File: src/rtl/branch_resolve_ctrl_if.sv
// Interface between the decode stage and the branch scheduler.
// The decode side (master) drives the instruction, operands and flush.
// The scheduler (slave) returns stall, redirect, link-write and statistics.
interface branch_resolve_ctrl_if #(
   parameter int STAT_W = 16
);
   logic              br_valid_i;
   logic [5:0]        op_i;
   logic [4:0]        rt_i;
   logic [31:0]       a_i;
   logic [31:0]       b_i;
   logic              a_ready_i;
   logic              b_ready_i;
   logic [31:0]       target_i;
   logic [31:0]       link_i;
   logic              flush_i;
   logic              stall_o;
   logic              redirect_o;
   logic [31:0]       redirect_pc_o;
   logic              link_we_o;
   logic [31:0]       link_data_o;
   logic              timeout_o;
   logic [STAT_W-1:0] br_count_o;
   logic [STAT_W-1:0] taken_count_o;

   modport master (
      output br_valid_i, op_i, rt_i, a_i, b_i, a_ready_i, b_ready_i,
             target_i, link_i, flush_i,
      input  stall_o, redirect_o, redirect_pc_o, link_we_o, link_data_o,
             timeout_o, br_count_o, taken_count_o
   );

   modport slave (
      input  br_valid_i, op_i, rt_i, a_i, b_i, a_ready_i, b_ready_i,
             target_i, link_i, flush_i,
      output stall_o, redirect_o, redirect_pc_o, link_we_o, link_data_o,
             timeout_o, br_count_o, taken_count_o
   );
endinterface

File: src/rtl/branch_resolve_ctrl.sv
// Decode-stage branch scheduler for the MIPS pipeline.
// Accepts a decoded branch, holds decode until the operands it needs are
// hazard-free, then resolves the condition from the captured operands and
// issues the PC redirect and the $31 link write for BGEZAL/BLTZAL.
// Optional feature macro: BRANCH_STATS_EN builds the saturating
// resolved/taken statistics counters; without it both counts read 0.
module branch_resolve_ctrl #(
   parameter int MAX_WAIT = 15,
   parameter int STAT_W   = 16
) (
   input logic                 clk,
   input logic                 rst,
   branch_resolve_ctrl_if.slave bus
);

   localparam logic [5:0] OP_REGIMM = 6'b000001;
   localparam logic [5:0] OP_BEQ    = 6'b000100;
   localparam logic [5:0] OP_BNE    = 6'b000101;
   localparam logic [5:0] OP_BLEZ   = 6'b000110;
   localparam logic [5:0] OP_BGTZ   = 6'b000111;
   localparam logic [4:0] RT_BLTZ   = 5'b00000;
   localparam logic [4:0] RT_BGEZ   = 5'b00001;
   localparam logic [4:0] RT_BLTZAL = 5'b10000;
   localparam logic [4:0] RT_BGEZAL = 5'b10001;
   localparam logic [7:0] WAIT_LAST = 8'(MAX_WAIT - 1);

   typedef enum logic [1:0] {
      IDLE = 2'd0,
      WAIT = 2'd1,
      EVAL = 2'd2
   } state_t;

   state_t      state;
   logic [5:0]  op_q;
   logic [4:0]  rt_q;
   logic [31:0] target_q;
   logic [31:0] link_q;
   logic [31:0] a_q;
   logic [31:0] b_q;
   logic        a_cap;
   logic        b_cap;
   logic [7:0]  wait_cnt;
   logic        timeout_q;

   logic        accept;
   logic        a_have;
   logic        b_have;
   logic        taken;
   logic        eval_fire;

   // Recognise the supported branch encodings; anything else passes through.
   function automatic logic is_branch(input logic [5:0] op, input logic [4:0] rt);
      logic res;
      res = 1'b0;
      case (op)
         OP_BEQ, OP_BNE, OP_BLEZ, OP_BGTZ: res = 1'b1;
         OP_REGIMM: res = (rt == RT_BLTZ) || (rt == RT_BGEZ) ||
                          (rt == RT_BLTZAL) || (rt == RT_BGEZAL);
         default: res = 1'b0;
      endcase
      return res;
   endfunction

   // Only the two-register compares depend on the rt operand.
   function automatic logic needs_b(input logic [5:0] op);
      return (op == OP_BEQ) || (op == OP_BNE);
   endfunction

   // The and-link variants write PC+8 to $31 whatever the outcome.
   function automatic logic is_link(input logic [5:0] op, input logic [4:0] rt);
      return (op == OP_REGIMM) && ((rt == RT_BLTZAL) || (rt == RT_BGEZAL));
   endfunction

   // A new branch is taken on only from IDLE and never in a flush cycle.
   assign accept = (state == IDLE) && bus.br_valid_i &&
                   is_branch(bus.op_i, bus.rt_i) && !bus.flush_i;

   // Operand availability while waiting counts this cycle's ready bits too.
   assign a_have = a_cap || bus.a_ready_i;
   assign b_have = b_cap || bus.b_ready_i || !needs_b(op_q);

   // Branch condition evaluated only from the captured operand registers.
   always_comb begin
      taken = 1'b0;
      case (op_q)
         OP_BEQ:    taken = (a_q == b_q);
         OP_BNE:    taken = (a_q != b_q);
         OP_BLEZ:   taken = ($signed(a_q) <= 32'sd0);
         OP_BGTZ:   taken = ($signed(a_q) > 32'sd0);
         OP_REGIMM: taken = rt_q[0] ? !a_q[31] : a_q[31];
         default:   taken = 1'b0;
      endcase
   end

   // A flush in the evaluate cycle wins over the branch outcome.
   assign eval_fire = (state == EVAL) && !bus.flush_i;

   assign bus.stall_o       = !bus.flush_i && (accept || (state == WAIT));
   assign bus.redirect_o    = eval_fire && taken;
   assign bus.redirect_pc_o = (eval_fire && taken) ? target_q : 32'h0;
   assign bus.link_we_o     = eval_fire && is_link(op_q, rt_q);
   assign bus.link_data_o   = link_q;
   assign bus.timeout_o     = timeout_q;

   // Scheduler state machine: accept, collect operands, evaluate, or give up.
   always_ff @(posedge clk or posedge rst) begin
      if (rst) begin
         state     <= IDLE;
         op_q      <= '0;
         rt_q      <= '0;
         target_q  <= '0;
         link_q    <= '0;
         a_q       <= '0;
         b_q       <= '0;
         a_cap     <= 1'b0;
         b_cap     <= 1'b0;
         wait_cnt  <= '0;
         timeout_q <= 1'b0;
      end else if (bus.flush_i) begin
         state    <= IDLE;
         a_cap    <= 1'b0;
         b_cap    <= 1'b0;
         wait_cnt <= '0;
      end else begin
         case (state)
            IDLE: begin
               if (accept) begin
                  op_q     <= bus.op_i;
                  rt_q     <= bus.rt_i;
                  target_q <= bus.target_i;
                  link_q   <= bus.link_i;
                  a_cap    <= bus.a_ready_i;
                  b_cap    <= bus.b_ready_i;
                  wait_cnt <= '0;
                  if (bus.a_ready_i) a_q <= bus.a_i;
                  if (bus.b_ready_i) b_q <= bus.b_i;
                  if (bus.a_ready_i && (bus.b_ready_i || !needs_b(bus.op_i)))
                     state <= EVAL;
                  else
                     state <= WAIT;
               end
            end
            WAIT: begin
               if (!a_cap && bus.a_ready_i) begin
                  a_q   <= bus.a_i;
                  a_cap <= 1'b1;
               end
               if (!b_cap && bus.b_ready_i) begin
                  b_q   <= bus.b_i;
                  b_cap <= 1'b1;
               end
               if (a_have && b_have) begin
                  state <= EVAL;
               end else if (wait_cnt == WAIT_LAST) begin
                  timeout_q <= 1'b1;
                  a_cap     <= 1'b0;
                  b_cap     <= 1'b0;
                  state     <= IDLE;
               end else begin
                  wait_cnt <= wait_cnt + 8'd1;
               end
            end
            EVAL: begin
               a_cap <= 1'b0;
               b_cap <= 1'b0;
               state <= IDLE;
            end
            default: state <= IDLE;
         endcase
      end
   end

`ifdef BRANCH_STATS_EN
   logic [STAT_W-1:0] br_cnt;
   logic [STAT_W-1:0] taken_cnt;

   // Saturating counts of resolved and taken branches, cleared only by reset.
   always_ff @(posedge clk or posedge rst) begin
      if (rst) begin
         br_cnt    <= '0;
         taken_cnt <= '0;
      end else if (eval_fire) begin
         if (br_cnt != {STAT_W{1'b1}}) br_cnt <= br_cnt + 1'b1;
         if (taken && (taken_cnt != {STAT_W{1'b1}})) taken_cnt <= taken_cnt + 1'b1;
      end
   end

   assign bus.br_count_o    = br_cnt;
   assign bus.taken_count_o = taken_cnt;
`else
   assign bus.br_count_o    = {STAT_W{1'b0}};
   assign bus.taken_count_o = {STAT_W{1'b0}};
`endif

endmodule

File: src/flat_wrapper.sv
// flat-port wrapper written by rule: the top's interface ports become plain ports
module branch_resolve_ctrl_flat 
#(
   parameter int MAX_WAIT = 15,
   parameter int STAT_W   = 16
)
  (clk, rst, bus_br_valid_i, bus_op_i, bus_rt_i, bus_a_i, bus_b_i, bus_a_ready_i, bus_b_ready_i, bus_target_i, bus_link_i, bus_flush_i, bus_stall_o, bus_redirect_o, bus_redirect_pc_o, bus_link_we_o, bus_link_data_o, bus_timeout_o, bus_br_count_o, bus_taken_count_o);
  branch_resolve_ctrl_if #(.STAT_W(STAT_W)) bus_i ();
  input logic clk;
  input logic rst;
  input wire logic [$bits(bus_i.br_valid_i)-1:0] bus_br_valid_i;
  input wire logic [$bits(bus_i.op_i)-1:0] bus_op_i;
  input wire logic [$bits(bus_i.rt_i)-1:0] bus_rt_i;
  input wire logic [$bits(bus_i.a_i)-1:0] bus_a_i;
  input wire logic [$bits(bus_i.b_i)-1:0] bus_b_i;
  input wire logic [$bits(bus_i.a_ready_i)-1:0] bus_a_ready_i;
  input wire logic [$bits(bus_i.b_ready_i)-1:0] bus_b_ready_i;
  input wire logic [$bits(bus_i.target_i)-1:0] bus_target_i;
  input wire logic [$bits(bus_i.link_i)-1:0] bus_link_i;
  input wire logic [$bits(bus_i.flush_i)-1:0] bus_flush_i;
  output wire logic [$bits(bus_i.stall_o)-1:0] bus_stall_o;
  output wire logic [$bits(bus_i.redirect_o)-1:0] bus_redirect_o;
  output wire logic [$bits(bus_i.redirect_pc_o)-1:0] bus_redirect_pc_o;
  output wire logic [$bits(bus_i.link_we_o)-1:0] bus_link_we_o;
  output wire logic [$bits(bus_i.link_data_o)-1:0] bus_link_data_o;
  output wire logic [$bits(bus_i.timeout_o)-1:0] bus_timeout_o;
  output wire logic [$bits(bus_i.br_count_o)-1:0] bus_br_count_o;
  output wire logic [$bits(bus_i.taken_count_o)-1:0] bus_taken_count_o;
  assign bus_i.br_valid_i = bus_br_valid_i;
  assign bus_i.op_i = bus_op_i;
  assign bus_i.rt_i = bus_rt_i;
  assign bus_i.a_i = bus_a_i;
  assign bus_i.b_i = bus_b_i;
  assign bus_i.a_ready_i = bus_a_ready_i;
  assign bus_i.b_ready_i = bus_b_ready_i;
  assign bus_i.target_i = bus_target_i;
  assign bus_i.link_i = bus_link_i;
  assign bus_i.flush_i = bus_flush_i;
  assign bus_stall_o = bus_i.stall_o;
  assign bus_redirect_o = bus_i.redirect_o;
  assign bus_redirect_pc_o = bus_i.redirect_pc_o;
  assign bus_link_we_o = bus_i.link_we_o;
  assign bus_link_data_o = bus_i.link_data_o;
  assign bus_timeout_o = bus_i.timeout_o;
  assign bus_br_count_o = bus_i.br_count_o;
  assign bus_taken_count_o = bus_i.taken_count_o;
  branch_resolve_ctrl #(.MAX_WAIT(MAX_WAIT), .STAT_W(STAT_W)) u_core (.clk(clk), .rst(rst), .bus(bus_i));
endmodule
File: config.mk
export PLATFORM = sky130hd
export DESIGN_NAME = branch_resolve_ctrl_flat
export DESIGN_NICKNAME = d
export VERILOG_FILES = /design/src/rtl/branch_resolve_ctrl_if.sv /design/src/rtl/branch_resolve_ctrl.sv /design/src/flat_wrapper.sv
export SDC_FILE = /design/constraint.sdc
export NUM_CORES = 1
export LEC_CHECK = 0
export BUFFER_PORTS_ARGS = -buffer_cell sky130_fd_sc_hd__buf_2
export CAP_MARGIN = 40
export CORE_AREA = 2 2 107 135
export CTS_BUF_LIST = sky130_fd_sc_hd__clkbuf_4
export CTS_CLUSTER_SIZE = 16
export DETAILED_ROUTE_END_ITERATION = 10
export DIE_AREA = 0 0 109 137
export PLACE_DENSITY = 0.92
export SLEW_MARGIN = 20
export SYNTH_ARGS = -nofsm -noshare
export SYNTH_HDL_FRONTEND = slang
export SYNTH_SLANG_ARGS = --single-unit
File: constraint.sdc
create_clock -name clk -period 6.7 [get_ports clk]
set_input_delay 1.34 -clock clk [delete_from_list [all_inputs] [get_ports clk]]
set_output_delay 1.34 -clock clk [all_outputs]
set_load 0.05 [all_outputs]
==> results of run 1 <==
## placed cells by master, fill, tap and decap left out, drive strengths merged, types with 4 or more instances in the layout
| cell type | count |
|---|---|
| a21oi | 7 |
| and2 | 36 |
| buf | 218 |
| clkbuf | 17 |
| clkinv | 7 |
| conb | 32 |
| dfrtp | 152 |
| ha | 5 |
| inv | 11 |
| mux2 | 136 |
| nand2 | 14 |
| nand3 | 5 |
| nand4 | 13 |
| nor2 | 12 |
| nor2b | 5 |
| nor3 | 4 |
| nor4 | 12 |
| o21ai | 8 |
| or3 | 4 |
| xnor2 | 32 |
## kinds of logic (layout without fill, tap and decap cells)
family | count (synthesis) | count (layout) | synth area share [%]
and+or+nand+nor | 121 | 121 | 10.17
AOI/OAI and AO/OA | 34 | 34 | 3.163
other | 1 | 35 | 0.05356
xor gates and xnor gates | 33 | 33 | 4.128
adders and majority gates | 5 | 5 | 0.8935
muxes | 138 | 138 | 22.16
buffers and inverters | 59 | 257 | 5.111
DFF | 152 | 152 | 54.32
## worst reg2reg max path: stages (launching register included)
cell	delay [ns]
dfrtp_1	0.42
inv_1	0.09
ha_1	0.28
inv_1	0.15
nor2_1	0.13
a31oi_1	0.07
nor2_1	0.13
and3_1	0.17
buf_4	0.39
mux2_2	0.42
## final cells by class
| class | count | area [sq um] | area share [%] |
|---|---|---|---|
| Timing Repair Buffer | 218 | 1146 | 13.52 |
| Inverter | 7 | 31.28 | 0.3689 |
| Clock buffer | 17 | 127.6 | 1.505 |
| Multi-Input combinational cell | 363 | 2969 | 35.02 |
| Sequential cell | 152 | 3804 | 44.86 |
| Antenna cell | 3 | 7.507 | 0.08855 |
| Clock inverter | 15 | 173.9 | 2.051 |
| Tap cell | 175 | 219.0 | 2.583 |
## cells in the mapped netlist, types with 2 or more instances
| cell type | number | area share (%) |
|---|---|---|
| dfrtp_1 | 152 | 54 |
| mux2_2 | 133 | 21 |
| and2_1 | 36 | 3.2 |
| buf_4 | 32 | 3.4 |
| xnor2_1 | 32 | 4.0 |
| nand2_1 | 14 | 0.75 |
| nand4_1 | 13 | 1.2 |
| nor2_1 | 12 | 0.64 |
| nor4_1 | 12 | 1.1 |
| o21ai_0 | 8 | 0.57 |
| a21oi_1 | 7 | 0.50 |
| buf_1 | 7 | 0.38 |
| buf_2 | 7 | 0.50 |
| inv_1 | 7 | 0.38 |
| clkbuf_1 | 5 | 0.27 |
| ha_1 | 5 | 0.89 |
| nand3_1 | 5 | 0.36 |
| nor2b_1 | 5 | 0.45 |
| nor3_1 | 4 | 0.29 |
| or3_1 | 4 | 0.36 |
| a31oi_1 | 3 | 0.27 |
| and3_1 | 3 | 0.27 |
| mux2_1 | 3 | 0.48 |
| a21boi_0 | 2 | 0.21 |
| a21o_1 | 2 | 0.21 |
| and4_1 | 2 | 0.25 |
| mux2i_1 | 2 | 0.29 |
| nor3b_1 | 2 | 0.21 |
| o31ai_1 | 2 | 0.21 |
| or4_1 | 2 | 0.21 |
## flip-flops by register name (all words and copies together), names as in the netlist
name / cells
u_core.bus.link_data_o: 32
u_core.wait_cnt: 8
u_core.rt_q: 5
u_core.state: 2
u_core.a_q: 32
u_core.a_cap: 1
u_core.target_q: 32
u_core.bus.timeout_o: 1
u_core.op_q: 6
u_core.b_q: 32
u_core.b_cap: 1
## routing by layer
metal | track usage, % | routed length, um | vias to the layer above
met5 | 0 | 21 | -
met4 | 8.405 | 308 | 4
met3 | 7.952 | 1308 | 26
met2 | 40.17 | 8417 | 211
met1 | 25.79 | 6205 | 2378
li1 | - | - | 2292
## where the power goes
| part | internal, W | switching [W] |
|---|---|---|
| Combinational | 0.000221 | 0.000333 |
| Sequential | 0.00106 | 0.0000988 |
| Clock | 0.000260 | 0.000340 |
| Total | 0.00154 | 0.000771 |
## worst max path at each step
stage,slack (ns),cells past startpoint,to,startpoint
after floorplan,1.27,1,u_core.a_cap$_DFFE_PP0P_,rst
after global placement,2.35,8,bus_redirect_pc_o[29],bus_flush_i
after detailed placement,2.25,8,bus_redirect_pc_o[20],bus_flush_i
after CTS,1.97,7,bus_redirect_pc_o[20],u_core.a_q[7]$_DFFE_PP0P_
after global routing,1.80,7,bus_redirect_pc_o[25],u_core.a_q[7]$_DFFE_PP0P_
final,2.07,7,bus_redirect_pc_o[15],u_core.a_q[7]$_DFFE_PP0P_
## stage by stage
step           hold WS, ns  instance area (sq um)  total power (W)  worst slack (ns)
4_1_cts             0.4875                   8471         0.002332             1.973
3_3_place_gp        0.4511                   8114         0.001705             2.346
6_report            0.4846                   8478         0.002308             2.070
5_1_grt             0.5271                   8476         0.002422             1.800
2_1_floorplan       0.4706                   7118         0.001565             1.267
3_5_place_dp        0.4558                   8169         0.001729             2.252
==> impl_metrics.json, run 1 <==
{
  "status": "completed",
  "peakVddDrop_mv": 0.1509,
  "cts_setup_buffers": 0,
  "synth-edff-count": 0,
  "clk_latency_ns": 0.56,
  "worst_clock_skew_ns": 0.01713,
  "die_x_um": 109,
  "yosys_warnings": 0,
  "tns_ns": 0,
  "cts.sinks": 152,
  "yosysUniqueCellTypes": 50,
  "drt_pass1_iterations": 4,
  "path_cells": "xnor2_1, nand4_1, nor4_1, a21oi_1, or3b_2, and2_1, buf_2",
  "final_hold_viol_count": 0,
  "cts_resized": 0,
  "worst_slew_pin_slew_ns": 0.6721,
  "slew_viol_final": 0,
  "ioPinCount": 245,
  "arrival_ns": 3.29,
  "setup-violations-final": 0,
  "final_net_count": 909,
  "drtIter0Drc": 143,
  "cts_buffer_depth": 2,
  "synthArstFlopShare_pct": 100.0,
  "cts_hold_buf": 0,
  "synth.avg_cell_area_sq_um": 12.89,
  "grt_max_degree": 78,
  "r2r-start": "u_core.state[1]$_DFFE_PP0P_",
  "htree_levels": 4,
  "drive_gt1_share_pct": 49.87,
  "core_area_sq_um": 13630,
  "period_minus_slack_ns": 4.630,
  "area_growth_syn_to_layout_pct": 21.09,
  "nFillCells": 1071,
  "slew_headroom_pct": 54.78,
  "cp_max_fo": 33,
  "min_path_type": "flip-flop to flip-flop",
  "cp_top_family": "simple AND/OR/NAND/NOR gates",
  "r2r-end": "u_core.b_q[30]$_DFFE_PP0P_",
  "r2r_slack_ns": 4.35,
  "cts_tree": "yes",
  "port_buffers": 212,
  "ys_seq_area_share_pct": 54.32,
  "viasPerCell": 5.169,
  "die_h_um": 137,
  "cp_slowest_stage_delay_ns": 0.71,
  "fin_cells": 950,
  "holdPathStages": 2,
  "dp_cells": 915,
  "syn_inst": 543,
  "leakage_nw": 4.375,
  "critical_path_required_ns": 5.36,
  "cp_slowest_cell": "or3b_2",
  "cp-end-kind": "primary output",
  "antenna_found_initial": 5,
  "rows": 48,
  "clk_pin_slew_ns": 0.13,
  "power_density_nw_per_um2": 272.2,
  "dieArea_sq_um": 14930,
  "gp_congestion": 0.8307,
  "track_usage_pct": 23.01,
  "syn_area_sq_um": 7002,
  "cts_buffers": 17,
  "critical_path_buf_inv_count": 1,
  "synthFlopType": "dfrtp_1",
  "rsz0062_at_grt": "false",
  "hold_end": "u_core.bus.timeout_o$_DFFE_PP0P_",
  "cp-start-kind": "flip-flop",
  "utilization_pct": 62.19,
  "drv_cap": 0,
  "root_buffer": "clkbuf_4",
  "grt_overflow": 0,
  "place_hpwl_um": 12260,
  "grt_pass1_vias": 5205,
  "grt_pass1_wl_um": 25740,
  "initial_core_util_pct": 51.36,
  "drc": 0,
  "path_class": "flip-flop to primary output",
  "max_freq_mhz": 216.0,
  "vias": 4911,
  "wl_per_cell_um": 17.12,
  "rr_worst_depth": 9,
  "postRouteAntennaNets": 0,
  "period_share_pct": 69.10,
  "drt-total-wl_um": 16260,
  "synth-seq-cells": 152,
  "hold_start": "u_core.bus.timeout_o$_DFFE_PP0P_"
}
(Power assumes the default switching activity.)
==> inputs of run 2 (changes only) <==
==> constraint.sdc (replaced) <==
create_clock -name clk -period 4.7 [get_ports clk]
set_input_delay 0.94 -clock clk [delete_from_list [all_inputs] [get_ports clk]]
set_output_delay 0.94 -clock clk [all_outputs]
set_load 0.05 [all_outputs]
==> impl_metrics.json, run 2 (same netlist as run 1, synthesis figures left out) <==
{
  "status": "completed",
  "arrival_ns": 3.17,
  "rsz0062_at_grt": "false",
  "cts_resized": 0,
  "path_cells": "nor4_1, nand4_1, or3_1, a31oi_1, or3b_2, and2_1, buf_2",
  "area_growth_syn_to_layout_pct": 21.28,
  "place_hpwl_um": 12800,
  "htree_levels": 4,
  "die_x_um": 109,
  "drv_cap": 0,
  "critical_path_buf_inv_count": 1,
  "viasPerCell": 5.271,
  "cts_buffer_depth": 2,
  "drive_gt1_share_pct": 50.13,
  "cp_slowest_stage_delay_ns": 0.49,
  "final_hold_viol_count": 0,
  "root_buffer": "clkbuf_4",
  "cts_hold_buf": 0,
  "drt_pass1_iterations": 4,
  "drt-total-wl_um": 16780,
  "worst_slew_pin_slew_ns": 0.6748,
  "cp_max_fo": 33,
  "core_area_sq_um": 13630,
  "setup-violations-final": 0,
  "cp_slowest_cell": "or3b_2",
  "antenna_found_initial": 3,
  "grt_pass1_vias": 5170,
  "cp_top_family": "simple AND/OR/NAND/NOR gates",
  "vias": 5013,
  "cp-start-kind": "flip-flop",
  "peakVddDrop_mv": 0.2838,
  "final_common_cell": "buf_2",
  "drtIter0Drc": 213,
  "tns_ns": 0,
  "final_net_count": 911,
  "cts_buffers": 17,
  "clk_pin_slew_ns": 0.14,
  "wl_per_cell_um": 17.65,
  "layout_common_cells": "212 x buf_2, 152 x dfrtp_1, 133 x mux2_2",
  "dp_slack_ns": 1.007,
  "path_class": "flip-flop to primary output",
  "critical_path_required_ns": 3.76,
  "grt_max_degree": 62,
  "initial_core_util_pct": 51.36,
  "worst_clock_skew_ns": 0.01639,
  "cts_tree": "yes",
  "die_h_um": 137,
  "track_usage_pct": 23.82,
  "port_buffers": 212,
  "slew_headroom_pct": 55.01,
  "postRouteAntennaNets": 0,
  "setup_ws_ns": 0.5907,
  "gp_congestion": 0.8033,
  "period_share_pct": 87.43,
  "grt_pass1_wl_um": 26700,
  "grt_overflow": 0,
  "ioPinCount": 245,
  "leakage_nw": 4.380,
  "cts.sinks": 152,
  "rows": 48,
  "dp_cells": 916,
  "cp-end-kind": "primary output",
  "power_density_nw_per_um2": 388.5,
  "min_path_type": "input pin to async pin",
  "max_freq_mhz": 243.4,
  "fin_cells": 951,
  "period_minus_slack_ns": 4.109,
  "dieArea_sq_um": 14930,
  "cts_setup_buffers": 0,
  "clk_latency_ns": 0.54,
  "drc": 0,
  "slew_viol_final": 0
}
[run 2: cell types whose count changed in the layout (fill, tap and decap cells not counted), sizes merged]
cell / change
clkinv: -3
buf: +2
diode: -1
clkbuf: +1
clkinvlp: +2
[run 2: path summary, 6_finish.rpt]
kind / startpoint / endpoint / slack, ns / cells past startpoint
min in group clk: u_core.bus.timeout_o$_DFFE_PP0P_ / u_core.bus.timeout_o$_DFFE_PP0P_ / 0.49 / 2
max reg2reg: u_core.state[1]$_DFFE_PP0P_ / u_core.b_q[30]$_DFFE_PP0P_ / 2.31 / 9
min: rst / u_core.bus.link_data_o[12]$_DFFE_PP0P_ / 0.37 / 3
max: u_core.a_q[5]$_DFFE_PP0P_ / bus_redirect_pc_o[21] / 0.59 / 7
max in group asynchronous: rst / u_core.a_q[24]$_DFFE_PP0P_ / 3.30 / 5
min reg2reg: u_core.bus.timeout_o$_DFFE_PP0P_ / u_core.bus.timeout_o$_DFFE_PP0P_ / 0.49 / 2
[run 2: worst reg2reg max path: cells and delay by family, from the launching register on]
| kind | cells | cell delay [ns] |
|---|---|---|
| buffers and inverters | 3 | 0.62 |
| adders and majority gates | 1 | 0.29 |
| muxes | 1 | 0.42 |
| DFF | 1 | 0.42 |
| and+or+nand+nor | 3 | 0.45 |
| AOI/OAI and AO/OA | 1 | 0.07 |
[run 2: area by class of cell]
class	instances	area [sq um]
antenna	2	5.005
tap	175	219.0
clock inverter	14	168.9
clock buffer	18	135.1
timing repair buffer	220	1161
sequential	152	3804
multi-input combinational	363	2969
fill	1065	5141
inverter	7	30.03
[run 2: through the flow]
step / power (W) / util [%] / cell area [sq um] / hold WS, ns
floorplan: 0.002232 / - / 7122 / 0.4706
global placement: 0.002434 / 59.62 / 8128 / 0.4562
detailed placement: 0.002462 / 59.82 / 8155 / 0.4607
CTS: 0.003328 / 62.05 / 8459 / 0.4893
global route: 0.003461 / 62.27 / 8489 / 0.3166
finish: 0.003299 / 62.29 / 8492 / 0.3728
[run 2: where the power goes]
part	switching, W	internal, W	total (W)
registers	0.000141	0.00150	0.00165
logic	0.000477	0.000317	0.000794
clock network	0.000481	0.000379	0.000860
total	0.00110	0.00220	0.00330
[run 2: layer usage]
layer / part of all wire (%) / track usage (%)
met2: 51 / 40.27
met3: 8.1 / 8.524
met5: 0 / 0
met4: 2.8 / 9.615
met1: 38 / 27.30
